--- config.mk ---
export PLATFORM = sky130hd
export DESIGN_NAME = bus_arb_reg_flat
export DESIGN_NICKNAME = d
export VERILOG_FILES = /design/src/rtl/bus_pkg.sv /design/src/rtl/bus_arb_reg_if.sv /design/src/rtl/rr_arbiter.sv /design/src/rtl/bus_arb_reg.sv /design/src/flat_wrapper.sv
export SDC_FILE = /design/constraint.sdc
export NUM_CORES = 1
export LEC_CHECK = 0
export ABC_CLOCK_PERIOD_IN_PS = 11450
export CORE_ASPECT_RATIO = 0.75
export CORE_MARGIN = 5
export CORE_UTILIZATION = 45
export DETAILED_ROUTE_END_ITERATION = 6
export PLACE_DENSITY = 0.86
export REMOVE_ABC_BUFFERS = 1
export SLEW_MARGIN = 20
export SYNTH_ARGS = -nofsm -noshare
export SYNTH_HDL_FRONTEND = slang
export SYNTH_SLANG_ARGS = --single-unit
--- constraint.sdc ---
create_clock -name clk -period 11.45 [get_ports clk]
set_clock_uncertainty 0.15 [all_clocks]
set_input_delay 1.7175 -clock clk [delete_from_list [all_inputs] [get_ports clk]]
set_output_delay 1.7175 -clock clk [all_outputs]
set_load 0.02 [all_outputs]
--- src/rtl/bus_pkg.sv ---
// Shared constants for the common-bus unit: arbitration modes, default widths
// and the Mano register/memory source indices.
package bus_pkg;

  localparam logic MODE_FIXED = 1'b0;
  localparam logic MODE_RR    = 1'b1;

  localparam int BUS_DATA_W = 16;
  localparam int BUS_NSRC   = 8;

  // Index 7 is reserved.
  localparam int AR  = 0;
  localparam int PC  = 1;
  localparam int DR  = 2;
  localparam int AC  = 3;
  localparam int IR  = 4;
  localparam int MEM = 5;
  localparam int TR  = 6;

endpackage

--- src/rtl/bus_arb_reg_if.sv ---
// Source-side request/data bundle and destination-side bus signals of the
// registered common bus.
interface bus_arb_reg_if #(
  parameter int DATA_W = 16,
  parameter int NSRC   = 8,
  parameter int SEL_W  = $clog2(NSRC)
);

  logic [NSRC*DATA_W-1:0] src_data;
  logic [NSRC-1:0]        req;
  logic                   mode;
  logic                   lock;
  logic                   bus_ready;
  logic [NSRC-1:0]        grant;
  logic [DATA_W-1:0]      bus_out;
  logic                   bus_valid;
  logic [SEL_W-1:0]       bus_src;

  modport slave (
    input  src_data, req, mode, lock, bus_ready,
    output grant, bus_out, bus_valid, bus_src
  );

  modport master (
    output src_data, req, mode, lock, bus_ready,
    input  grant, bus_out, bus_valid, bus_src
  );

endinterface

--- src/rtl/rr_arbiter.sv ---
// Combinational arbiter: lowest set request in fixed mode, first set request
// at or after ptr (wrapping) in round-robin mode.
module rr_arbiter
  import bus_pkg::*;
#(
  parameter int N  = BUS_NSRC,
  parameter int SW = $clog2(N)
) (
  input  logic [N-1:0]  req,
  input  logic [SW-1:0] ptr,
  input  logic          mode,
  output logic [N-1:0]  gnt,
  output logic [SW-1:0] idx
);

  logic          found;
  logic [SW:0]   pos;

  always_comb begin
    gnt   = '0;
    idx   = '0;
    found = 1'b0;
    pos   = '0;
    for (int k = 0; k < N; k++) begin
      // ptr < N and k < N, so one conditional subtract is enough to wrap.
      if (mode == MODE_RR) begin
        pos = {1'b0, ptr} + (SW+1)'(k);
        if (pos >= (SW+1)'(N)) pos = pos - (SW+1)'(N);
      end else begin
        pos = (SW+1)'(k);
      end
      if (!found && req[pos[SW-1:0]]) begin
        found = 1'b1;
        idx   = pos[SW-1:0];
      end
    end
    if (found) gnt[idx] = 1'b1;
  end

endmodule

--- src/rtl/bus_arb_reg.sv ---
// Registered common bus: picks one requesting source per cycle, captures its
// word into the bus register and holds it under a valid/ready handshake.
module bus_arb_reg
  import bus_pkg::*;
#(
  parameter int DATA_W = BUS_DATA_W,
  parameter int NSRC   = BUS_NSRC,
  parameter int SEL_W  = $clog2(NSRC)
) (
  input  logic            clk,
  input  logic            rst_n,
  bus_arb_reg_if.slave    bus
);

  logic                free;
  logic                capture;
  logic                use_owner;
  logic                owner_vld;
  logic [SEL_W-1:0]    rr_ptr;
  logic [SEL_W-1:0]    arb_idx;
  logic [SEL_W-1:0]    win;
  logic [NSRC-1:0]     arb_gnt;
  logic [DATA_W-1:0]   words [NSRC];
  logic [DATA_W-1:0]   bus_out_p1;
  logic [SEL_W-1:0]    bus_src_p1;
  logic                vld_p1;

  for (genvar i = 0; i < NSRC; i++) begin : g_unpack
    assign words[i] = bus.src_data[i*DATA_W +: DATA_W];
  end

  rr_arbiter #(.N(NSRC), .SW(SEL_W)) u_arb (
    .req  (bus.req),
    .ptr  (rr_ptr),
    .mode (bus.mode),
    .gnt  (arb_gnt),
    .idx  (arb_idx)
  );

  // Owner is simply the last captured source; lock overrides the arbiter.
  assign free      = !vld_p1 || bus.bus_ready;
  assign capture   = rst_n && free && (|bus.req);
  assign use_owner = bus.lock && owner_vld && bus.req[bus_src_p1];
  assign win       = use_owner ? bus_src_p1 : arb_idx;

  always_comb begin
    bus.grant = '0;
    if (capture) begin
      if (use_owner) bus.grant[bus_src_p1] = 1'b1;
      else           bus.grant = arb_gnt;
    end
  end

  // Capture stage: bus register, valid flag, owner and round-robin pointer.
  always_ff @(posedge clk or negedge rst_n) begin
    if (!rst_n) begin
      bus_out_p1 <= '0;
      bus_src_p1 <= '0;
      vld_p1     <= 1'b0;
      owner_vld  <= 1'b0;
      rr_ptr     <= '0;
    end else if (free) begin
      if (|bus.req) begin
        bus_out_p1 <= words[win];
        bus_src_p1 <= win;
        vld_p1     <= 1'b1;
        owner_vld  <= 1'b1;
        rr_ptr     <= (win == SEL_W'(NSRC-1)) ? '0 : win + 1'b1;
      end else begin
        vld_p1     <= 1'b0;
      end
    end
  end

  assign bus.bus_out   = bus_out_p1;
  assign bus.bus_src   = bus_src_p1;
  assign bus.bus_valid = vld_p1;

endmodule

--- src/flat_wrapper.sv ---
// flat-port wrapper written by rule: the top's interface ports become plain ports
module bus_arb_reg_flat import bus_pkg::*;
#(
  parameter int DATA_W = BUS_DATA_W,
  parameter int NSRC   = BUS_NSRC,
  parameter int SEL_W  = $clog2(NSRC)
)
  (clk, rst_n, bus_src_data, bus_req, bus_mode, bus_lock, bus_bus_ready, bus_grant, bus_bus_out, bus_bus_valid, bus_bus_src);
  bus_arb_reg_if #(.DATA_W(DATA_W), .NSRC(NSRC), .SEL_W(SEL_W)) bus_i ();
  input  logic clk;
  input  logic rst_n;
  input wire logic [$bits(bus_i.src_data)-1:0] bus_src_data;
  input wire logic [$bits(bus_i.req)-1:0] bus_req;
  input wire logic [$bits(bus_i.mode)-1:0] bus_mode;
  input wire logic [$bits(bus_i.lock)-1:0] bus_lock;
  input wire logic [$bits(bus_i.bus_ready)-1:0] bus_bus_ready;
  output wire logic [$bits(bus_i.grant)-1:0] bus_grant;
  output wire logic [$bits(bus_i.bus_out)-1:0] bus_bus_out;
  output wire logic [$bits(bus_i.bus_valid)-1:0] bus_bus_valid;
  output wire logic [$bits(bus_i.bus_src)-1:0] bus_bus_src;
  assign bus_i.src_data = bus_src_data;
  assign bus_i.req = bus_req;
  assign bus_i.mode = bus_mode;
  assign bus_i.lock = bus_lock;
  assign bus_i.bus_ready = bus_bus_ready;
  assign bus_grant = bus_i.grant;
  assign bus_bus_out = bus_i.bus_out;
  assign bus_bus_valid = bus_i.bus_valid;
  assign bus_bus_src = bus_i.bus_src;
  bus_arb_reg #(.DATA_W(DATA_W), .NSRC(NSRC), .SEL_W(SEL_W)) u_core (.clk(clk), .rst_n(rst_n), .bus(bus_i));
endmodule
Word-level counts from Yosys, hierarchy flattened

Index checks and enable logic that the tools add are counted.

Register bits after elaboration: 24
Bits in latches: 0
Memory bits (writable): 0
Memory bits (read-only): 0
Input bits: 141
Output and inout port bits: 28
Logic and storage cells: 131
Memories kept: 0

Add/subtract/negate cells: 16
Multipliers: 0
Div/mod/pow operators: 0
Magnitude comparators: 21
Equality and inequality tests: 1
Shifts and indexed selects: 0
Muxes and demuxes: 63
Bitwise operators: 1
Reductions and logical operators: 24

Operators with widths:

| cell                                                                                | count |
|---|---|
| 3-bit 2-to-1 mux                                                                    | 26 |
| 16-bit binary-select mux with 3-bit select                                          | 1 |
| 3-bit by 4-bit less-than comparator with 1-bit output, second input constant        | 10 |
| 4-bit greater-or-equal comparator, second input constant                            | 8 |
| 16-bit 2-to-1 mux                                                                   | 2 |
| 1-bit binary-select mux with 3-bit select                                           | 9 |
| 8-bit 2-to-1 mux                                                                    | 3 |
| 3-bit by 1-bit subtractor with 3-bit output, second input constant                  | 8 |
| 1-bit 2-to-1 mux                                                                    | 20 |
| 3-bit by 3-bit adder with 4-bit output, second input constant                       | 4 |
| 1-bit logical AND                                                                   | 13 |
| 3-bit by 2-bit adder with 4-bit output, second input constant                       | 2 |
| 1-bit zero test                                                                     | 8 |
| 8-bit OR reduction                                                                  | 1 |
| 1-bit demux with 3-bit select                                                       | 2 |
| 3-bit by 1-bit greater-or-equal comparator with 1-bit output, second input constant | 2 |
| 3-bit by 1-bit adder with 4-bit output, second input constant                       | 1 |
| 3-bit by 4-bit greater-or-equal comparator with 1-bit output, second input constant | 1 |
| 3-bit NOT with 4-bit output                                                         | 1 |
| 3-bit by 1-bit adder with 3-bit output, second input constant                       | 1 |
| 3-bit equality test, second input constant                                          | 1 |
| 2-bit AND reduction                                                                 | 1 |
| 1-bit logical OR                                                                    | 1 |

Logic depth before layout (Yosys ltp)

Depth in word-level cells: 34
Depth in mapped cells: 17
Depth with buffers taken out: 13

Modules after synthesis

A second synthesis with hierarchy kept.

Cells, all modules: 557
Area, all modules: 4,184.0 um^2

By module, submodules not included:

| module      | instances | cells an instance | area each (um^2) | sequential area each (um^2) |
|---|---|---|---|---|
| bus_arb_reg | 1         | 380               | 2,836.5          | 600.6 |
| rr_arbiter  | 1         | 177               | 1,347.5          | 0.0 |

Worst setup path before layout

Ideal clock, no wire load.

Kind: input to output
Start point: in bus_mode
End point: out bus_grant[6]
Arrival: 4,178 ps
Required time: 9,583 ps
Slack: 5,404 ps
Stages: 12
Buffers on the path: 2
Cell sequence: buf_2 -> nand2_1 -> buf_2 -> a21oi_1 -> mux4_2 -> and3_1 -> and4_1 -> o31a_1 -> nor2_1 -> nand2_1 -> o32ai_1 -> nor2b_1

Longest elaborated chain between the ends: 32
Elaborated cells on any way between the ends: 62
Classes of those cells: 2 x order compare; 45 x mux; 15 x reduce/logical

RTL lines:

| what                                                                                                                                                               | RTL line           | text |
|---|---|---|
| start, declared                                                                                                                                                    | flat_wrapper.sv:14 | `input wire logic [$bits(bus_i.mode)-1:0] bus_mode;` |
| 3-bit 2-to-1 mux                                                                                                                                                   | rr_arbiter.sv:26   | `if (mode == MODE_RR) begin` |
| 1-bit binary-select mux with 3-bit select                                                                                                                          | rr_arbiter.sv:32   | `if (!found && req[pos[SW-1:0]]) begin` |
| 1-bit 2-to-1 mux (not written as such)                                                                                                                             | rr_arbiter.sv:32   |  |
| 1-bit 2-to-1 mux                                                                                                                                                   | rr_arbiter.sv:32   |  |
| 1-bit zero test                                                                                                                                                    | rr_arbiter.sv:32   |  |
| 1-bit logical AND                                                                                                                                                  | rr_arbiter.sv:32   |  |
| 1-bit 2-to-1 mux                                                                                                                                                   | rr_arbiter.sv:32   |  |
| 1-bit zero test                                                                                                                                                    | rr_arbiter.sv:32   |  |
| (+16 left out)                                                                                                                                                     | n/a                |  |
| 3-bit 2-to-1 mux                                                                                                                                                   | rr_arbiter.sv:32   |  |
| 3-bit by 4-bit less-than comparator with 1-bit output (not written as such) / 3-bit by 1-bit greater-or-equal comparator with 1-bit output (equally long branches) | rr_arbiter.sv:37   | `if (found) gnt[idx] = 1'b1;` |
| 1-bit logical AND (not written as such)                                                                                                                            | rr_arbiter.sv:37   |  |
| 1-bit 2-to-1 mux (not written as such)                                                                                                                             | rr_arbiter.sv:37   |  |
| 1-bit demux with 3-bit select                                                                                                                                      | rr_arbiter.sv:37   |  |
| 8-bit 2-to-1 mux (*)                                                                                                                                               | rr_arbiter.sv:37   |  |
| 8-bit 2-to-1 mux (*)                                                                                                                                               | bus_arb_reg.sv:49  | `if (use_owner) bus.grant[bus_src_p1] = 1'b1;` |
| 8-bit 2-to-1 mux (*)                                                                                                                                               | bus_arb_reg.sv:48  | `if (capture) begin` |
| end, declared                                                                                                                                                      | flat_wrapper.sv:17 | `output wire logic [$bits(bus_i.grant)-1:0] bus_grant;` |

Mark *: on every way between the ends. The rest lies on a longest branch, timed or not. The select of a mux whose other input is x is not followed.

Worst setup path after layout

Start point: in bus_mode
End point: out bus_grant[0]

Same word-level chain as after synthesis.

==> reports/qor.yml <==
floorplanning:
  die_area_um2: 9380
  num_io_pins: 169
  die_h_um: 85.1
  core_um2: 7330
  initial_core_util: 0.462
  row_count: 27
  die_w_um: 110
detailed_routing:
  wl_per_cell_um: 21.1
  drtIter0Drc: 369
  wirelength_um: 13200
  num_vias: 3805
  drt_first_pass_iters: 5
  drc: 0
  routed_via_density: 6.08
  antenna_left: 0
synth:
  synthFlopType: "dfrtp_1"
  synthMuxAreaShare: 0.326
  synth_cell_types: 70
  async_flop_share: 1.00
  ys_seq_elements: 24
  synth_top_family_by_area: "multiplexers"
  synth-edff-count: 0
  synth_adder_area_share: 0.0111
  synth_area_um2: 3390
  synth-xor-area-share: 0.0103
  seq_area_frac_synth: 0.177
  synth_simple_gate_area_frac: 0.158
  synth.avg_cell_area_um2: 9.03
  synth_warnings: 0
  syn_inst: 375
  synth-compound-area-share: 0.253
layout:
  layout_common_cells: "clkdlybuf4s50_1 (168), mux2i_1 (85), nand2_1 (33)"
  diodes: 0
  fillers: 566
  finish.net_count: 670
  area_growth_pct: 51.0
  final_util: 0.697
  drive_gt1_frac: 0.0800
  layout_commonest_cell: "clkdlybuf4s50_1"
run:
  max_cap_viol_count: 0
sta:
  min_period_ps: 8060
  hold_ws_ps: 335
  fin_setup_tns_ps: 0
  rsz0062_at_grt: "no"
  timing.final.crit_share: 0.704
  setup_viol: 0
  hold_viol: 0
  max_freq_mhz: 124
  slew_headroom: 0.277
  worst_pin_slew_ps: 1080
  slew_violations: 0
  setup_ws_ps: 3390
clock_tree:
  cts_sinks: 24
  root_buffer: "clkbuf_8"
  postCtsResizedCells: 0
  postCtsHoldBufs: 0
  cts_tree: "built"
  path_clk_slew_ps: 90
  insertion_delay_ps: 270
  post-cts-setup-buffer-count: 0
  cts_buffers: 3
  htreeDepth: 1
  cts.path.max_buffers: 2
pwr:
  leakage_nw: 2.15
  powerDensity_nw_per_um2: 271
  vdd_drop_max_v: 0.000203
  finalPower_w: 0.00138
critical_path:
  rrSetupSlack_ps: 6050
  cp_max_fo: 28
  r2r_start: "u_core.rr_ptr[0]"
  reg2reg_to: "u_core.bus.bus_out[9]"
  criticalPathCategory: "input port to primary output"
  endpoint: "bus_grant[0]"
  critPathLaunchType: "input port"
  startpoint: "bus_mode"
  arrival_ps: 6190
  cp-end-kind: "primary output"
  critPathRequiredTime_ps: 9580
  r2r_cells: 13
grt:
  antenna_found_initial: 0
  grtUsageTotal: 0.266
  grt.overflow.total: 0
  grt_pass1_wl_um: 19600
  grt_pass1_vias: 3650
  grt_start_max_net_pins: 70
place:
  io_buffers: 168
  dp_slack_ps: 3610
  gp_congestion: 0.997
  hpwlAfterDp_um: 10700
status:
  status: "completed"
min_path:
  holdCritPathClass: "flip-flop to flip-flop"
==> flip-flops by register name, summed over array words and instances, names as in the netlist <==
signal and flops:
u_core.owner_vld 1, u_core.rr_ptr 3, u_core.bus.bus_valid 1, u_core.bus.bus_src 3
u_core.bus.bus_out 16
==> stage by stage <==
stage / instances / instance area [µm²]
global route: 626 / 5110
CTS: 626 / 5110
global placement: 622 / 5060
detailed placement: 622 / 5060
floorplan: 349 / 3210
finish: 626 / 5110
==> layer usage <==
layer | part of all wire | global-route usage | up-vias
met3 | 0.079 | 0.0578 | 18
met2 | 0.48 | 0.425 | 186
met5 | 0 | 0 | -
met4 | 0.017 | 0.0559 | 0
met1 | 0.42 | 0.370 | 1812
li1 | - | - | 1789
==> how the worst min path moves through the flow <==
| stage | from | end | slack, ps | cells after the start |
|---|---|---|---|---|
| 2_1_floorplan | u_core.owner_vld | u_core.owner_vld | 280 | 1 |
| 3_3_place_gp | u_core.owner_vld | u_core.owner_vld | 300 | 1 |
| 4_1_cts | u_core.owner_vld | u_core.owner_vld | 340 | 1 |
| 5_1_grt | u_core.owner_vld | u_core.owner_vld | 360 | 1 |
| 3_5_place_dp | u_core.owner_vld | u_core.owner_vld | 310 | 1 |
| 6_report | u_core.owner_vld | u_core.owner_vld | 330 | 1 |
==> logic make-up after synthesis <==
| group | after synthesis |
|---|---|
| compound gates | 106 |
| xor+xnor | 4 |
| fa+ha+maj | 3 |
| buf+inv | 38 |
| flops | 24 |
| mux | 100 |
| simple gates | 100 |
==> where the power goes <==
group | switching, W | internal, W
Sequential | 0.0000548 | 0.000125
Combinational | 0.000606 | 0.000538
Clock | 0.0000293 | 0.0000308
==> area by class of cell <==
class / instances / area [µm²] / area share
Clock buffer: 4 / 55.1 / 0.0108
Inverter: 12 / 45.0 / 0.00881
Multi-Input combinational cell: 313 / 2570 / 0.503
Sequential cell: 24 / 601 / 0.118
Tap cell: 101 / 126 / 0.0247
Timing Repair Buffer: 172 / 1710 / 0.335
==> critical path: stages <==
cell and delay, ps:
clkdlybuf4s50_1 970, nand2_1 530, a2111oi_0 600, a211o_1 240
o21ai_0 130, a211oi_2 330, o22ai_1 230, a211oi_1 350
o21ai_0 180, o32a_1 200, nor2_1 80, clkdlybuf4s50_1 620
==> synthesized netlist by cell type, drive strengths merged, types with 3 or more instances <==
| cell type | n | area, µm² |
|---|---|---|
| ha | 3 | 37.5 |
| o32a | 3 | 30.0 |
| nand2 | 33 | 124 |
| o22ai | 16 | 100 |
| nor2 | 18 | 70.1 |
| a221oi | 5 | 56.3 |
| a21oi | 8 | 40.0 |
| a31oi | 4 | 40.0 |
| o221ai | 3 | 26.3 |
| nand3 | 6 | 40.0 |
| nand2b | 4 | 25.0 |
| inv | 12 | 45.0 |
| nor2b | 3 | 18.8 |
| mux4 | 7 | 158 |
| o21ai | 15 | 75.1 |
| a221o | 15 | 150 |
| or2 | 3 | 18.8 |
| mux2i | 86 | 865 |
| or3 | 3 | 18.8 |
| and2 | 10 | 62.6 |
| clkbuf | 6 | 22.5 |
| dfrtp | 24 | 601 |
| o32ai | 3 | 26.3 |
| nor3 | 3 | 15.0 |
| and3 | 4 | 25.0 |
| o31a | 3 | 26.3 |
| a32oi | 4 | 42.6 |
| o21a | 3 | 23.8 |
| buf | 20 | 149 |
| mux2 | 7 | 82.6 |
| a211oi | 3 | 27.5 |
Power figures use the tool's default switching activity.
